--- src/rtl/bin_to_bcd_seq_pkg.sv ---
`default_nettype none
// ============================================================================
// Module      : bin_to_bcd_seq_pkg
// Description : Shared states and constants for the sequential BCD converter.
// Revision    : 1.0 - initial release
// ============================================================================
package bin_to_bcd_seq_pkg;

  localparam int c_BIN_WIDTH = 14;
  localparam int c_DIGITS    = 4;
  localparam int c_MAX_VALUE = 9999;
  localparam int c_NIB_W     = 4;
  localparam int c_CNT_W     = $clog2(c_BIN_WIDTH + 1);

  localparam logic [4*c_DIGITS-1:0] c_BCD_ERR = 16'hFFFF;

  typedef enum logic [1:0] {
    IDLE   = 2'd0,
    CONV   = 2'd1,
    FINISH = 2'd2
  } state_t;

endpackage : bin_to_bcd_seq_pkg
`default_nettype wire

--- src/rtl/bin_to_bcd_seq_adjust.sv ---
`default_nettype none
// ============================================================================
// Module      : bcd_digit_adjust
// Description : Double-dabble nibble correction, adds 3 to digits of 5 or more.
// Revision    : 1.0 - initial release
// ============================================================================
module bcd_digit_adjust
  import bin_to_bcd_seq_pkg::*;
(
  input  logic [c_NIB_W-1:0] i_nibble,
  output logic [c_NIB_W-1:0] o_nibble
);

  // A digit of at most 9 plus 3 stays within 4 bits, so no carry is lost.
  assign o_nibble = (i_nibble >= c_NIB_W'(5)) ? (i_nibble + c_NIB_W'(3)) : i_nibble;

endmodule : bcd_digit_adjust
`default_nettype wire

--- src/rtl/bin_to_bcd_seq.sv ---
`default_nettype none
// ============================================================================
// Module      : bin_to_bcd_seq
// Description : One-iteration-per-clock binary to packed BCD converter.
// Revision    : 1.0 - initial release
// ============================================================================
module bin_to_bcd_seq
  import bin_to_bcd_seq_pkg::*;
#(
  parameter int BIN_WIDTH = c_BIN_WIDTH,
  parameter int DIGITS    = c_DIGITS,
  parameter int MAX_VALUE = c_MAX_VALUE
) (
  input  logic                  clk,
  input  logic                  reset,
  input  logic                  start,
  input  logic [BIN_WIDTH-1:0]  bin_in,
  output logic [4*DIGITS-1:0]   bcd_out,
  output logic                  done,
  output logic                  busy,
  output logic                  overflow
);

  localparam int BCD_W = 4 * DIGITS;
  localparam int SR_W  = BCD_W + BIN_WIDTH;
  localparam int CNT_W = $clog2(BIN_WIDTH + 1);

  localparam logic [BIN_WIDTH-1:0] MAX_BIN = BIN_WIDTH'(MAX_VALUE);
  localparam logic [BCD_W-1:0]     BCD_ERR = {BCD_W{1'b1}};

  state_t               r_state;
  state_t               w_state_next;
  logic [SR_W-1:0]      r_shift;
  logic [SR_W-1:0]      w_adj;
  logic [CNT_W-1:0]     r_cnt;
  logic [BCD_W-1:0]     r_bcd;
  logic                 r_done;
  logic                 r_busy;
  logic                 r_ovf;
  logic                 w_in_range;

  assign w_in_range = (bin_in <= MAX_BIN);

  // Binary field passes through untouched; only the BCD digits are corrected.
  assign w_adj[BIN_WIDTH-1:0] = r_shift[BIN_WIDTH-1:0];

  generate
    for (genvar gi = 0; gi < DIGITS; gi++) begin : g_digit
      bcd_digit_adjust u_adjust (
        .i_nibble (r_shift[BIN_WIDTH+4*gi +: 4]),
        .o_nibble (w_adj[BIN_WIDTH+4*gi +: 4])
      );
    end
  endgenerate

  always_ff @(posedge clk) begin
    if (reset) begin
      r_state <= IDLE;
    end else begin
      r_state <= w_state_next;
    end
  end

  always_comb begin
    w_state_next = r_state;
    case (r_state)
      IDLE: begin
        if (start) begin
          w_state_next = w_in_range ? CONV : FINISH;
        end
      end
      CONV: begin
        if (r_cnt == CNT_W'(1)) begin
          w_state_next = FINISH;
        end
      end
      FINISH: begin
        w_state_next = IDLE;
      end
      default: begin
        w_state_next = IDLE;
      end
    endcase
  end

  always_ff @(posedge clk) begin
    if (reset) begin
      r_shift <= '0;
      r_cnt   <= '0;
      r_bcd   <= '0;
      r_done  <= 1'b0;
      r_busy  <= 1'b0;
      r_ovf   <= 1'b0;
    end else begin
      r_done <= 1'b0;
      case (r_state)
        IDLE: begin
          if (start) begin
            r_busy <= 1'b1;
            if (w_in_range) begin
              r_shift <= {{BCD_W{1'b0}}, bin_in};
              r_cnt   <= CNT_W'(BIN_WIDTH);
              r_ovf   <= 1'b0;
            end else begin
              r_ovf   <= 1'b1;
            end
          end
        end
        CONV: begin
          r_shift <= w_adj << 1;
          r_cnt   <= r_cnt - CNT_W'(1);
        end
        FINISH: begin
          // Display only ever sees a finished result or the error pattern.
          r_bcd  <= r_ovf ? BCD_ERR : r_shift[SR_W-1 -: BCD_W];
          r_done <= 1'b1;
          r_busy <= 1'b0;
        end
        default: begin
          r_busy <= 1'b0;
        end
      endcase
    end
  end

  assign bcd_out  = r_bcd;
  assign done     = r_done;
  assign busy     = r_busy;
  assign overflow = r_ovf;

endmodule : bin_to_bcd_seq
`default_nettype wire

--- config.mk ---
export PLATFORM = sky130hd
export DESIGN_NAME = bin_to_bcd_seq
export DESIGN_NICKNAME = d
export VERILOG_FILES = /design/src/rtl/bin_to_bcd_seq_pkg.sv /design/src/rtl/bin_to_bcd_seq_adjust.sv /design/src/rtl/bin_to_bcd_seq.sv
export SDC_FILE = /design/constraint.sdc
export NUM_CORES = 1
export LEC_CHECK = 0
export ABC_AREA = 1
export CORE_MARGIN = 2
export CORE_UTILIZATION = 37
export CTS_CLUSTER_SIZE = 20
export DETAILED_ROUTE_END_ITERATION = 12
export PLACE_DENSITY_LB_ADDON = 0.12
export SLEW_MARGIN = 15
export SYNTH_ARGS = -nofsm -noshare
export SYNTH_HDL_FRONTEND = slang
export SYNTH_HIERARCHICAL = 1
export SYNTH_SLANG_ARGS = --single-unit
--- constraint.sdc ---
create_clock -name clk -period 1.3 [get_ports clk]
set_input_delay 0.26 -clock clk [delete_from_list [all_inputs] [get_ports clk]]
set_output_delay 0.26 -clock clk [all_outputs]
set_load 0.005 [all_outputs]
# == Word-level counts from Yosys, hierarchy flattened ==
# Index checks and enable logic that the tools add are counted.
# word_totals
reg_bits,55
output_inout_bits,19
wordCells,49
# op_classes
addsub,5
n_lt_le_gt_ge,5
eq_ne,6
n_mux,19
n_bitwise,1
n_reduce_logical,6
# ops
cell,n
$mux 30,2
$pmux 30 s2,1
$mux 4,5
$ge 4x3->1 const B,4
$mux 16,1
$le 14x14->1 const B,1
$add 4x2->4 const B,3
$pmux 4 s2,1
$mux 2,3
$ne 2x2->1 const B,3
$reduce_and 2->1,3
$eq 4x1->1 const B,1
$pmux 2 s2,1
$sub 4x1->4 const B,1
$add 3x2->3 const B,1
$mux 1,3
$mux 3,1
$reduce_and 3->1,1
$eq 2x1->1 const B,1
$eq 2x2->1 const B,1
$logic_not 2->1,1
$pmux 1 s2,1
$reduce_bool 2->1,1
$not 1->1,1

# == Logic depth before layout (Yosys ltp) ==
# depth
ltp_word,4
mapped_depth,10
ltp_nobuf,9

# == Hierarchy ==
# The synthesis kept the hierarchy.
# modules_own_cells
module,instances,cells_each,area_each_um2,seq_area_each_um2
bin_to_bcd_seq,1,320,2301.0,1101.1
bcd_digit_adjust,4,23,135.1,0.0

# == Worst setup path after synthesis ==
# Ideal clock, no wire load.
# synth_timing
path_kind,register -> register
startpoint,register r_shift[26]
endpoint,register r_shift[28]
setup_ns,0.132
arrival_ns,1.087
required_ns,1.168
setup_slack_ns,0.081
path_stages_with_launch,9
n_path_buf,0
cell_sequence,dfxtp_1 -> inv_1 -> ha_1 -> nor2_4 -> nor2_4 -> nand2_1 -> o21ai_2 -> nand2_1 -> a21oi_1
# synth_via
elab_chain_cells,3
word_cells_on_any_way,4
classes_between,add/sub (1); order compare (1); mux (2)
# synth_lines
item,line,source
start: declaration,bin_to_bcd_seq.sv:33,logic [SR_W-1:0] r_shift;
start signal: assignment,bin_to_bcd_seq.sv:101,"r_shift <= {{BCD_W{1'b0}}, bin_in};"
start signal: assignment,bin_to_bcd_seq.sv:110,r_shift <= w_adj << 1;
$ge 4x3->1 or $add 3x2->3 (tied branches),bin_to_bcd_seq_adjust.sv:15,assign o_nibble = (i_nibble >= c_NIB_W'(5)) ? (i_nibble + c_NIB_W'(3)) : i_nibble;
$mux 3 (*),bin_to_bcd_seq_adjust.sv:15,
via w_adj[27],bin_to_bcd_seq.sv:34,logic [SR_W-1:0] w_adj;
$pmux 30 s2 (*),bin_to_bcd_seq.sv:96,case (r_state)
# Mark *: on every way through the listed nets, which the timed path passes. The rest lies on a longest branch.
# A chain may end at the register's enable or synchronous reset.

# == Final worst setup path ==
# layout_timing
startpoint,register r_shift[23]
endpoint,register r_shift[24]
# layout_via
elab_chain_cells,3
word_cells_on_any_way,4
classes_between,add/sub (1); order compare (1); mux (2)
# layout_lines
item,line
$add 4x2->4 or $ge 4x3->1 (tied branches),bin_to_bcd_seq_adjust.sv:15
$mux 4 (*),bin_to_bcd_seq_adjust.sv:15
via w_adj[23],bin_to_bcd_seq.sv:34
$pmux 30 s2 (*),bin_to_bcd_seq.sv:96
# Marks and branches as above.

==> metrics.md <==
| Metric | Value |
|---|---|
| Status | completed |
| Worst-path maximum fanout | 4 |
| Share of cells above drive strength 1 | 0.283 |
| Initial Util | 0.386 |
| Critical path type | reg -> reg |
| Die area | 8320 um^2 |
| Crit path DAT | about 1500 ps |
| Area Overhead vs Synth | 39.7% |
| Max cap viols | 0 |
| Routed WL per cell | 11.7 um |
| Sequential power share | 0.470 |
| Worst slew pin tran | 293 ps |
| Unrepaired setup endpoints after global routing | yes |
| DP Wirelength | 4290 um |
| DIE WIDTH | 91.2 um |
| Worst vdd ir | 0.000441 V |
| DRC | 0 |
| # port buffers | 35 |
| Slew margin rel. | 0.804 |
| Final cycle utilization of the critical path | 0.967 |
| Top delay family on crit path | simple AND/OR/NAND/NOR gates |
| H-tree levels | 2 |
| GPL Wtd Cong | 0.814 |
| Initial antenna violation count | 0 |
| Remaining global-route overflow | 0 |
| Met1 usage | 0.204 |
| Cts hold-fix bufs | 0 |
| Vias in the first global route | between 2000 and 2500 |
| Synth Warn # | 6 |
| N_diodes | 0 |
| PwrDens | 995 nW/um^2 |
| R2r setup slk | 40 ps |
| Design Power | 0.00391 W |
| Row count | 31 |
| Core ar. | 7290 um^2 |
| Clock Skew | 8.32 ps |
| Fmax | 0.796 GHz |
| Largest net degree at the start of global routing | 26 |
| Worst-path clk slew | 100 ps |
| Worst EP required | 1550 ps |
| Worst path bufs/invs | 1 |
| # fillers | 721 |
| Final hold vios | 0 |
| First-pass GRT wire length | 11000 um |
| Hold slack final | 316 ps |
| First-pass DRT Iterations | 4 |
| Vias per inst | 4.73 |
| Largest stage delay, worst path | between 300 and 400 ps |
| Num Clock Sinks | 55 |
| Mapped Cells | between 400 and 500 |
| Die Height | 91.2 um |
| Max-slew violation count | 0 |
| Crit path cell chain | inv_4, ha_4, nand2_2, nand2_2, nor2_4, nand2_1, o21ai_2, nand2_1, a21oi_2 |
| Combinational Power Share | 0.227 |
| Post-route setup TNS | 0 ps |
| Psw | 0.00108 W |
| Internal cell power | approximately 0.0028 W |
| Clock insertion delay at the later pin of the skew report | about 310 ps |
| Sw Ratio | 0.275 |
| Pleak | 1.67 nW |
| CTS tree | yes |
| Met2 Use GR | 0.270 |
| Critical path endpoint category | register |
| Total number of vias | 2713 |
| Post-synth net total | roughly 430 |
| Worst hold path class | in -> reg |
| Num CTS Buffers | 5 |
| Synthesized area | around 2800 um^2 |
| Ports | 36 |
| Clock Power Share | 0.303 |
| Initial drt markers | 156 |
| Final min period | between 1000 and 1500 ps |
| Final Instance Area | approximately 3900 um^2 |
| Gr busiest metal | met2 |
| Startpoint Class | register |
| GRT Util Overall | 0.160 |
| Grt met3 use | 0.0332 |
| Dpl cell area | ~3500 um^2 |
| Avg Cell Area, Syn | 6.92 um^2 |
| Slowest CP cell | dfxtp_2 |
| DRT antenna net count | 0 |
| Routed wire length | 6690 um |
| Clock root buffer | clkbuf_8 |
| CTS Buffer Depth | 2 |
| Final Setup Violations | 0 |
| Nets | 500 |
==> sequential cells by signal, indices dropped and copies added (netlist names) <==
signal / count
busy: 1
r_state: 2
overflow: 1
r_shift: 30
bcd_out: 16
r_cnt: 4
done: 1
==> layout by cell type, fill, tap and decap left out, types with 2 or more instances in the layout <==
cell type and n:
nand3b_1 13, dfxtp_2 22, a21oi_2 9, inv_1 15
ha_4 6, inv_2 7, o21ai_2 4, dlygate4sd2_1 27
nand2_1 130, ha_1 3, nor2_1 42, clkinv_1 2
nor2_4 10, nand3_1 7, nand2_2 11, clkdlybuf4s50_1 6
buf_4 29, dfxtp_1 29, buf_6 4, o21ai_1 2
a21oi_1 36, nor2_2 3, buf_12 5, buf_16 2
clkbuf_8 6, dfxtp_4 4, inv_4 6, o21ai_0 25
dlymetal6s2s_1 2
==> power groups by stage <==
stage / registers (W) / clock network [W] / logic, W
3_3_place_gp: 0.00188 / 0 / 0.000750
2_1_floorplan: 0.00188 / 0 / 0.000451
6_report: 0.00184 / 0.00119 / 0.000889
4_1_cts: 0.00184 / 0.00122 / 0.000851
5_1_grt: 0.00185 / 0.00131 / 0.000989
3_5_place_dp: 0.00188 / 0 / 0.000753
==> final timing paths <==
path | from | to | cells past startpoint
max | r_shift[23]$_SDFFE_PP0P_ | r_shift[24]$_SDFFE_PP0P_ | 9
min | start | busy$_SDFFE_PP0P_ | 3
max reg2reg | r_shift[23]$_SDFFE_PP0P_ | r_shift[24]$_SDFFE_PP0P_ | 9
min reg2reg | bcd_out[3]$_SDFFE_PP0P_ | bcd_out[3]$_SDFFE_PP0P_ | 2
==> repair_timing <==
| item | in CTS | in global routing |
|---|---|---|
| gates resized for setup | 61 | 48 |
| pin swaps | 3 | 31 |
| gates cloned | 3 | 1 |
| setup endpoints to repair | 50 | 28 |
| setup buffers | 6 | 4 |
==> layout make-up <==
class	instances	area, um^2	area share
repair buffers	76	764	0.194
clock inverters	2	35.0	0.00891
inverters	30	128	0.0324
flip-flops and latches	55	1140	0.291
well taps	99	124	0.0315
clock buffers	6	82.6	0.0210
multi-input cells	305	1660	0.421
==> metal layers <==
metal	vias to the layer above	routed length [um]
met5	-	0
met4	0	86
met3	7	219
met2	33	3130
met1	1256	3260
li1	1417	-
==> metrics by stage <==
stage	instances	worst slack (ps)	utilization
after floorplan	407	81.1	-
after global placement	552	-396	0.476
after CTS	569	1.60	0.510
after global routing	573	-65.1	0.539
after detailed placement	552	-428	0.476
final	573	42.9	0.539
==> worst register-to-register path, delay by kind of cell, from the launching register on <==
family	cells	cell delay, ps
buffers and inverters	1	60
AOI/OAI and AO/OA	2	170
adders and majority gates	1	150
DFF	1	370
and+or+nand+nor	5	440
Power figures use the tool's default switching activity.
